**src/rtl/te_periodic_sync_gen.sv**
```systemverilog
// Periodic PERIODIC_SYNC request generator: counts packets, cycles or retired instructions up to a programmable period.
// Latency: a threshold hit at edge N raises sync_req_o from cycle N+1; the request holds until acked (req && ack).
module te_periodic_sync_gen #(
    parameter int COUNT_WIDTH   = 20,
    parameter int RETIRE_WIDTH  = 4,
    parameter int IRETIRE_WIDTH = 4
) (
    input  logic                     clk_i,
    input  logic                     reset_i,
    input  logic                     trace_enable_i,
    input  logic [1:0]               sync_mode_i,
    input  logic [COUNT_WIDTH-1:0]   sync_period_i,
    input  logic                     inst_retire_valid_i,
    input  logic [IRETIRE_WIDTH-1:0] inst_retire_cnt_i,
    input  logic                     pkt_emit_valid_i,
    input  logic                     pkt_emit_is_sync_i,
    output logic                     sync_req_o,
    output logic [3:0]               sync_cause_o,
    input  logic                     sync_ack_i,
    output logic                     sync_missed_o,
    output logic [COUNT_WIDTH-1:0]   count_o
);

    typedef enum logic [1:0] {
        SYNC_OFF      = 2'd0,
        PKT_COUNT     = 2'd1,
        CYCLE_COUNT   = 2'd2,
        IRETIRE_COUNT = 2'd3
    } inst_sync_mode_e;

    typedef enum logic [1:0] {
        ST_IDLE    = 2'd0,
        ST_COUNT   = 2'd1,
        ST_PENDING = 2'd2
    } state_e;

    localparam logic [3:0]               CAUSE_PERIODIC_SYNC = 4'h2;
    localparam logic [IRETIRE_WIDTH-1:0] RETIRE_MAX          = IRETIRE_WIDTH'(RETIRE_WIDTH);

    state_e                   state_q, state_d;
    logic [COUNT_WIDTH-1:0]   count_q, count_d;
    logic                     missed_q, missed_d;
    logic [1:0]               mode_q;
    logic [COUNT_WIDTH-1:0]   period_q;

    logic                     idle;
    logic                     reconfig;
    logic                     sync_pkt;
    logic [IRETIRE_WIDTH-1:0] retire_clamped;
    logic [COUNT_WIDTH:0]     inc;
    logic [COUNT_WIDTH:0]     sum;
    logic                     hit;

    assign idle     = !trace_enable_i || (sync_mode_i == SYNC_OFF) || (sync_period_i == '0);
    assign reconfig = (sync_mode_i != mode_q) || (sync_period_i != period_q);
    assign sync_pkt = pkt_emit_valid_i && pkt_emit_is_sync_i;

    assign retire_clamped = (inst_retire_cnt_i > RETIRE_MAX) ? RETIRE_MAX : inst_retire_cnt_i;

    always_comb begin
        inc = '0;
        case (inst_sync_mode_e'(sync_mode_i))
            PKT_COUNT:     inc = (COUNT_WIDTH+1)'(pkt_emit_valid_i && !pkt_emit_is_sync_i);
            CYCLE_COUNT:   inc = (COUNT_WIDTH+1)'(1);
            IRETIRE_COUNT: inc = inst_retire_valid_i ? (COUNT_WIDTH+1)'(retire_clamped) : '0;
            default:       inc = '0;
        endcase
    end

    // One extra bit keeps the sum from wrapping, so the compare is always exact.
    assign sum = {1'b0, count_q} + inc;
    assign hit = (sum >= {1'b0, period_q});

    always_comb begin
        state_d  = state_q;
        count_d  = count_q;
        missed_d = missed_q;
        if (idle) begin
            state_d = ST_IDLE;
            count_d = '0;
            if (!trace_enable_i) begin
                missed_d = 1'b0;
            end
        end else if (reconfig || sync_pkt) begin
            state_d = ST_COUNT;
            count_d = '0;
        end else begin
            case (state_q)
                ST_PENDING: begin
                    if (hit) begin
                        count_d = '0;
                        // Ack in the same cycle consumes the old request; the new hit re-raises it.
                        if (!sync_ack_i) begin
                            missed_d = 1'b1;
                        end
                    end else begin
                        count_d = sum[COUNT_WIDTH-1:0];
                        if (sync_ack_i) begin
                            state_d = ST_COUNT;
                        end
                    end
                end
                default: begin
                    if (hit) begin
                        state_d = ST_PENDING;
                        count_d = '0;
                    end else begin
                        state_d = ST_COUNT;
                        count_d = sum[COUNT_WIDTH-1:0];
                    end
                end
            endcase
        end
    end

    always_ff @(posedge clk_i) begin
        if (reset_i) begin
            state_q  <= ST_IDLE;
            count_q  <= '0;
            missed_q <= 1'b0;
            mode_q   <= sync_mode_i;
            period_q <= sync_period_i;
        end else begin
            state_q  <= state_d;
            count_q  <= count_d;
            missed_q <= missed_d;
            mode_q   <= sync_mode_i;
            period_q <= sync_period_i;
        end
    end

    assign sync_req_o    = (state_q == ST_PENDING);
    assign sync_cause_o  = sync_req_o ? CAUSE_PERIODIC_SYNC : 4'h0;
    assign sync_missed_o = missed_q;
    assign count_o       = count_q;

endmodule

```
**config.mk**
```make
export PLATFORM = sky130hd
export DESIGN_NAME = te_periodic_sync_gen
export DESIGN_NICKNAME = d
export VERILOG_FILES = /design/src/rtl/te_periodic_sync_gen.sv
export SDC_FILE = /design/constraint.sdc
export NUM_CORES = 1
export LEC_CHECK = 0
export CORE_AREA = 2 2 78 80
export DETAILED_ROUTE_END_ITERATION = 6
export DIE_AREA = 0 0 80 82
export PLACE_DENSITY = 0.83
export SYNTH_ARGS = -nofsm -noshare
export SYNTH_HDL_FRONTEND = slang
export SYNTH_SLANG_ARGS = --single-unit
```
**constraint.sdc**
```tcl
create_clock -name clk_i -period 8.25 [get_ports clk_i]
set_input_delay 2.475 -clock clk_i [delete_from_list [all_inputs] [get_ports clk_i]]
set_output_delay 2.475 -clock clk_i [all_outputs]
set_load 0.005 [all_outputs]
```
==> run metrics, run 1 <==
ANT nets after route=0; Synth area leader=dfxtp_1; run status=completed; RSZ-0062 raised after global routing=no; Switch Pwr=100 uW; gr ovfl total=0; reg2reg path depth=15; fin nets=384; Post-synth EDFFs=0; Die Wd=80 um; CTS Buf Count=5; CP startpoint=sync_mode_i[0]; core box area=0.00575 mm^2; yosys warns=0; Clock Pin Slew Worst Setup and Hold Paths=0.09 ns; P_leak=0.00140 uW; first-pass GRT wire length=9000 um; share of synthesized registers carrying an async set or reset=0%; combinational power share=11.3%; CTS Hold Buffers Added=0; Hold Path Depth=2; Worst R2R End=count_o[10]$_SDFF_PP0_; Resized cells post-CTS=0; Worst Setup End Kind=register; Flop pwr share=55.7%; Die Y=82 um; largest net degree at the start of global routing=18; die area=0.00656 mm^2; internal power=307 uW; vias per inst=5.01; buffers added on ports=55; pre-CTS setup slack=1.27 ns; std cell rows=28; mapped cell area=0.00252 mm^2; I/O pins=59; Min-Delay Endpoint=sync_missed_o$_SDFFE_PP0P_; arrival time worst endpoint=6.90 ns; Crit Path Category=primary input to register; number of max-cap violations=0; Max Root-Sink Buffers=2; clk_lat worst skew=0.30 ns; min Tclk post-route=6.66 ns; R2R setup slack=4.30 ns; WL per Instance=13.7 um; Vias=2015; DRC=0; switching share of total power=24.7%; worst hold-check path type=register to register; Layout area overhead=27.8%; vias in the first global route=1967; Critical R2R Launch=count_o[0]$_SDFF_PP0_; CTS H-tree lvls=2; sequential share of the synthesized area=35.8%; post-synthesis register bit count=45; worst vdd ir=87.1 uV; Critical Path Start Type=primary input; DP HPWL=4580 um; CP required=8.49 ns; Inserted Diodes=0; top cell type's share of synthesized area=35.8%; Fin Clk Skew=0.00869 ns; HP Start=sync_missed_o$_SDFFE_PP0P_; synthesized instance count=266; final hold vios=0; top cells by area, synth=dfxtp_1, ha_1, xor2_1; GRT Total Usage=17.9%; worst-path fanout max=17; DR iter-0 viols=49; drt pass-1 iters=4; setup violators final=0; Pins Over Slew Limit=0; Synth Flop Type=dfxtp_1; Post-Synthesis Mean Instance Area=9.46 um^2; TritonCTS clock tree=built; Initial Utilization=43.8%; fraction of layout cells with a size suffix above 1=11.3%; Unique masters post-synth=43; clk sinks=45; GPL Wtd Cong=0.863; Hold WS=0.456 ns; CTS root buf=clkbuf_8; Max Freq=150 MHz; setup ws final=1.59 ns; setup_tns=0 ns; # Post-CTS Setup Buffers=0; clock network power share=33.0%; DRT Wirelength=5490 um; final worst path period share=80.7%; Pwr Density=127 mW/mm^2; initial antenna violation count=0
## power groups by stage
stage          Sequential (uW)  Clock, uW  Combinational (uW)
3_3_place_gp               232          0                44.5
2_1_floorplan              231          0                21.8
6_report                   227        134                45.9
4_1_cts                    227        138                46.2
5_1_grt                    228        146                50.8
3_5_place_dp               232          0                45.8
## logic make-up after synthesis
group                    after synthesis  share of synthesized area [%]
other                                  1                          0.149
adder cells (fa/ha/maj)               25                           12.7
AND/OR/NAND/NOR                       92                           23.4
buffers and inverters                 32                           5.67
XOR/XNOR                              39                           13.6
flip-flops                            45                           35.8
AO/OA/AOI/OAI                         32                           8.70
## how the worst max path moves through the flow
stage | to | slack [ns] | depth (start not counted)
3_5_place_dp | count_o[10]$_SDFF_PP0_ | 1.27 | 18
3_3_place_gp | count_o[11]$_SDFF_PP0_ | 1.44 | 18
2_1_floorplan | count_o[2]$_SDFF_PP0_ | 2.60 | 18
6_report | count_o[10]$_SDFF_PP0_ | 1.59 | 18
5_1_grt | count_o[9]$_SDFF_PP0_ | 1.26 | 18
4_1_cts | count_o[10]$_SDFF_PP0_ | 1.57 | 18
## state kept, by name, indices dropped and copies added (netlist names)
| signal | cells |
|---|---|
| state_q | 2 |
| period_q | 20 |
| sync_missed_o | 1 |
| count_o | 20 |
| mode_q | 2 |
## cell type report
cell class,instances,area [um^2]
inverters,27,101
well taps,75,93.8
flip-flops and latches,45,901
multi-input cells,192,1480
repair buffers,55,551
clock inverters,3,17.5
fillers,520,2530
clock buffers,5,68.8
## stage by stage
stage / util [%] / instances / total power, uW / instance area, um^2
finish: 56.0 / 402 / 407 / 3220
global route: 56.0 / 402 / 425 / 3220
CTS: 56.0 / 402 / 411 / 3220
detailed placement: 54.5 / 394 / 278 / 3130
global placement: 54.5 / 394 / 276 / 3130
floorplan: - / 269 / 253 / 2530
## synthesized netlist by cell type, drive strengths merged, types with 6 or more instances
cell type,instances
dfxtp,45
inv,27
xor2,25
ha,24
xnor2,14
nor2,13
a21oi,12
nand2,12
nand3,10
nor2b,9
nor4,9
and2b,8
nand4,6
## metal layers
layer  up-vias  share of wire, %  track usage (%)
met2        56                49             32.8
li1       1022                 -                -
met5         -                 0                0
met1       925                43             20.5
met4         0               1.7             6.27
met3        12               5.8             3.96
## worst max-delay path, cell delays in order
cell and delay [ns]:
clkdlybuf4s50_1 0.49, and2_1 0.22, a21oi_1 0.16, ha_1 0.21, inv_1 0.06, fa_1 0.38, nand2b_1 0.19, a211oi_2 0.31
and2_1 0.26, nand3_1 0.12, xnor2_1 0.29, ha_1 0.31, a21oi_1 0.13, o21ai_0 0.09, o21bai_1 0.15, o2111a_1 0.28
nand3_2 0.41, and2b_2 0.36
## placed cells by master (no fill, tap or decap), types with 4 or more instances in the layout
cell / instances
clkdlybuf4s50_1: 55
dfxtp_1: 45
inv_1: 27
xor2_1: 25
ha_1: 24
xnor2_1: 14
nand2_1: 12
a21oi_1: 12
nor2_1: 11
nand3_1: 9
and2b_2: 8
nor4_1: 7
nand4_1: 6
nor2b_2: 6
nand2b_1: 5
clkbuf_8: 5
o21ai_0: 4
and2_1: 4
nor3_1: 4
and3_2: 4
conb_1: 4
Note: power is estimated with default switching activity, not from simulation.
==> inputs of run 2 (changes only) <==
- PLACE_DENSITY: 0.83 -> 0.86
- clock period: 8.25 -> 5.6 ns (I/O delays scaled with it)
==> run metrics, run 2 (synthesized netlist as in run 1, its figures left out) <==
I/O pins=59 (unchanged); Fin Clk Skew=0.0177 ns (+0.00904 ns); Final Total Pwr=599 uW (+47%); DRC=0 (unchanged); gr ovfl total=0 (unchanged); most common cell after layout, fill and taps aside=clkdlybuf4s50_1; Critical Path Start Type=primary input; CTS Hold Buffers Added=0 (unchanged); fraction of layout cells with a size suffix above 1=16.2% (+4.9 points); setup violators final=0 (unchanged); Die Y=82 um (unchanged); final worst path period share=96.3%; TritonCTS clock tree=built; fin nets=391 (+1.8%); final hold vios=0 (unchanged); CTS H-tree lvls=2 (unchanged); CTS Buf Count=5 (unchanged); drt pass-1 iters=4 (unchanged); dpl cell area=0.00319 mm^2 (+1.8%); Initial Utilization=43.8% (unchanged); GPL Wtd Cong=0.863 (about the same); clk sinks=45 (unchanged); GRT Total Usage=18.8% (+0.91 points); worst vdd ir=151 uV (+73%); Crit Path Category=primary input to register; ANT nets after route=0 (unchanged); Worst Setup End Kind=register; initial antenna violation count=0 (unchanged); run status=completed; CTS root buf=clkbuf_8; std cell rows=28 (unchanged); worst hold-check path type=register to register; arrival time worst endpoint=5.59 ns (-1.31 ns); number of max-cap violations=0 (unchanged); Max Freq=186 MHz; vias in the first global route=2128 (+8.2%); fillcell total=503 (-3.3%); worst-path fanout max=13 (-4); first-pass GRT wire length=9530 um (+5.9%); Pins Over Slew Limit=0 (unchanged); DR iter-0 viols=109 (+120%); most frequent cells in the layout=clkdlybuf4s50_1, dfxtp_1, inv_1; largest net degree at the start of global routing=15 (-3); Pwr Density=180 mW/mm^2 (+42%); cell area after layout=0.00333 mm^2 (+3.5%); sequential cell area=901 um^2 (unchanged); vias per inst=5.02 (+0.24%); Layout area overhead=32.3%; clk_lat worst skew=0.30 ns (about the same); Vias=2050 (+1.7%); DP HPWL=4670 um (+2.0%); P_leak=0.00145 uW (+3.8%); multi-input logic area=0.00153 mm^2 (+3.4%); Max Root-Sink Buffers=2 (unchanged); CP required=5.80 ns (-2.69 ns); placed cell count=400 (+1.5%); buffers added on ports=55 (unchanged); Inserted Diodes=0 (unchanged); die area=0.00656 mm^2 (unchanged); DRT Wirelength=5780 um (+5.2%); core box area=0.00575 mm^2 (unchanged); Final Non-Filler Cells=408 (+1.5%); Clock Pin Slew Worst Setup and Hold Paths=0.09 ns (about the same); Die Wd=80 um (unchanged); WL per Instance=14.2 um (+3.7%); min Tclk post-route=5.39 ns
==> run 2: cell types whose count changed in the layout (fill, tap and decap cells not counted), sizes merged <==
cell      change
buf           +7
clkinv        -1
clkinvlp      -1
inv           +1
==> run 2: cell type report <==
class                      count  share of cell area, %
multi-input combinational    192                   46.1
clock buffer                   5                   2.07
clock inverter                 2                  0.414
sequential                    45                   27.1
inverter                      27                   3.05
tap                           75                   2.82
timing repair buffer          62                   18.5
==> run 2: metrics by stage <==
stage	hold slack [ns]	setup WS, ns	TNS, ns	utilization, %
2_1_floorplan	0.446	0.744	0	-
5_1_grt	0.516	-0.0260	-0.108	57.9
4_1_cts	0.472	0.0580	0	56.9
6_report	0.474	0.210	0	57.9
3_5_place_dp	0.455	-0.249	-3.62	55.5
3_3_place_gp	0.455	0.0197	0	55.5
==> run 2: timing repair <==
item | 4_1_cts | 5_1_grt
setup endpoints to repair | 0 | 23
buffers inserted | 0 | 1
resized for setup | 0 | 14
==> run 2: critical path: stages <==
cell	delay, ns
clkdlybuf4s50_1	0.41
nor2_2	0.13
nand3_1	0.11
a21oi_2	0.13
ha_2	0.18
inv_1	0.05
fa_2	0.35
nand2b_4	0.17
a211oi_4	0.34
and2_4	0.23
nand3_1	0.12
xnor2_2	0.17
ha_1	0.30
nand4_1	0.16
nor2_2	0.19
nand3_1	0.09
o2111a_2	0.28
nand3_2	0.11
buf_12	0.15
and2b_2	0.22
==> run 2: where the power goes <==
part	internal, uW	switching [uW]	total [uW]
combinational	39.3	32.6	71.8
clock	86.1	107	193
sequential	329	5.81	334
==> run 2: path summary, 6_finish.rpt <==
check / depth (start not counted) / end / slack (ns) / start
setup / recovery: 20 / count_o[7]$_SDFF_PP0_ / 0.21 / inst_retire_cnt_i[2]
hold / removal: 2 / sync_missed_o$_SDFFE_PP0P_ / 0.47 / sync_missed_o$_SDFFE_PP0P_
setup reg to reg: 16 / count_o[7]$_SDFF_PP0_ / 2.02 / count_o[0]$_SDFF_PP0_
hold reg to reg: 2 / sync_missed_o$_SDFFE_PP0P_ / 0.47 / sync_missed_o$_SDFFE_PP0P_
==> run 2: metal layers <==
layer	part of all wire, %	global-route usage (%)	wire (um)
met4	1.9	6.95	112
met5	0	0	0
met3	5.1	4.84	295
met1	42	21.1	2400
met2	51	34.4	2960
==> inputs of run 3 (changes only) <==
- CAP_MARGIN: default -> 20
- REMOVE_ABC_BUFFERS: default -> 1
==> run metrics, run 3 (synthesized netlist as in run 1, its figures left out) <==
Initial Utilization=43.8% (unchanged); worst hold-check path type=register to register; Max Root-Sink Buffers=2 (unchanged); largest net degree at the start of global routing=15 (unchanged); Resized cells post-CTS=0 (unchanged); Inserted Diodes=0 (unchanged); # Post-CTS Setup Buffers=0 (unchanged); most common cell after layout, fill and taps aside=clkdlybuf4s50_1; min Tclk post-route=5.37 ns (-0.0228 ns); final worst path period share=95.8% (-0.41 points); fin nets=393 (+0.51%); vias in the first global route=2130 (+0.094%); reg2reg path depth=16 (unchanged); P_leak=0.00147 uW (+1.2%); DR iter-0 viols=58 (-47%); HP Start=sync_missed_o$_SDFFE_PP0P_; Pwr Density=197 mW/mm^2 (+9.4%); Worst Setup End Kind=register; clk sinks=45 (unchanged); first-pass GRT wire length=9360 um (-1.8%); crit-path max cell delay=0.45 ns (+0.04 ns); Final Non-Filler Cells=411 (+0.74%); Layout area overhead=33.3%; Critical Path Start Type=primary input; Die Wd=80 um (unchanged); vias per inst=5.02 (about the same); drt pass-1 iters=4 (unchanged); Vias=2064 (+0.68%); CTS Buf Count=5 (unchanged); setup_tns=0 ns (unchanged); WL per Instance=14.2 um (+0.20%); Clock Pin Slew Worst Setup and Hold Paths=0.09 ns (about the same); DRT Wirelength=5830 um (+0.93%); DRC=0 (unchanged); clk_lat worst skew=0.30 ns (about the same); placed cell count=403 (+0.75%); setup violators final=0 (unchanged); worst-path fanout max=5 (-8); run status=completed; Die Y=82 um (unchanged); GRT Total Usage=18.4% (-0.41 points); ANT nets after route=0 (unchanged); Hold Path Depth=2 (unchanged); most frequent cells in the layout=clkdlybuf4s50_1, dfxtp_1, inv_1; core box area=0.00575 mm^2 (unchanged); CTS Hold Buffers Added=0 (unchanged); std cell rows=28 (unchanged); Crit Path Category=primary input to register; final core utilization=58.4% (+0.46 points); DP HPWL=4850 um (+3.8%); Pins Over Slew Limit=0 (unchanged); I/O pins=59 (unchanged); R2R setup slack=2.05 ns (+0.03 ns); arrival time worst endpoint=5.59 ns (about the same); buffers added on ports=55 (unchanged); CTS root buf=clkbuf_8; fraction of layout cells with a size suffix above 1=16.1% (-0.14 points); Fin Clk Skew=0.0134 ns (-0.00434 ns); dpl cell area=0.00320 mm^2 (+0.31%); Critical R2R Launch=count_o[0]$_SDFF_PP0_; Slowest cell on crit path=clkdlybuf4s50_1; die area=0.00656 mm^2 (unchanged); CP required=5.82 ns (+0.02 ns); Max Freq=186 MHz (+0.42%); cell area after layout=0.00335 mm^2 (+0.79%); gr ovfl total=0 (unchanged); worst path cell trace=clkdlybuf4s50_1, and2_1, a21oi_1, ha_2, inv_1, fa_1, nand2b_1, a211oi_2, buf_4, and2_4, nand3_1, xnor2_2, ha_1, nand4_1, nor2_2, nand3_1, o2111a_2, and2_4, o31ai_2; initial antenna violation count=0 (unchanged); CTS H-tree lvls=2 (unchanged); Min-Delay Endpoint=sync_missed_o$_SDFFE_PP0P_; worst vdd ir=155 uV (+2.5%); Worst R2R End=sync_missed_o$_SDFFE_PP0P_; TritonCTS clock tree=built; number of max-cap violations=0 (unchanged); final hold vios=0 (unchanged); GPL Wtd Cong=0.926 (+7.3%); Hold WS=0.500 ns (+0.0261 ns)
[run 3: metrics by stage]
| stage | setup WS (ns) | power [uW] |
|---|---|---|
| after floorplan | 0.550 | 371 |
| after global placement | 0.00338 | 410 |
| after detailed placement | -0.0698 | 412 |
| after CTS | 0.184 | 662 |
| after global routing | -0.0148 | 684 |
| final | 0.232 | 661 |
[run 3: worst max path at each step]
stage                          from  slack, ns                          to
2_1_floorplan  inst_retire_cnt_i[3]       0.55       count_o[7]$_SDFF_PP0_
3_3_place_gp         sync_mode_i[0]      0.003       count_o[3]$_SDFF_PP0_
3_5_place_dp         sync_mode_i[1]      -0.07      count_o[19]$_SDFF_PP0_
4_1_cts              sync_mode_i[1]       0.18  sync_missed_o$_SDFFE_PP0P_
5_1_grt              sync_mode_i[0]      -0.01  sync_missed_o$_SDFFE_PP0P_
6_report             sync_mode_i[1]       0.23  sync_missed_o$_SDFFE_PP0P_
[run 3: worst max-delay path: cells and delay by family]
family / cells / cell delay, ns
buf+inv: 3 / 0.65
fa+ha+maj: 3 / 0.90
compound gates: 4 / 0.87
xor+xnor: 1 / 0.18
simple gates: 8 / 1.31
[run 3: cell type report]
class	instances	area, um^2
inverter	27	101
sequential	45	901
fill	499	2390
timing repair buffer	64	618
tap	75	93.8
clock inverter	2	37.5
clock buffer	6	82.6
multi-input combinational	192	1520
[run 3: report_power, final]
part           total (uW)  internal, uW  switching, uW  leakage [uW]
Combinational        70.6          38.8           31.7       0.00104
Clock                 256           145            111     0.0000574
Sequential            334           329           5.63      0.000371
[run 3: metal layers]
layer	global-route usage (%)	wire (um)
met4	6.95	157
met5	0	0
met3	3.30	211
met1	21.3	2520
met2	33.8	2940
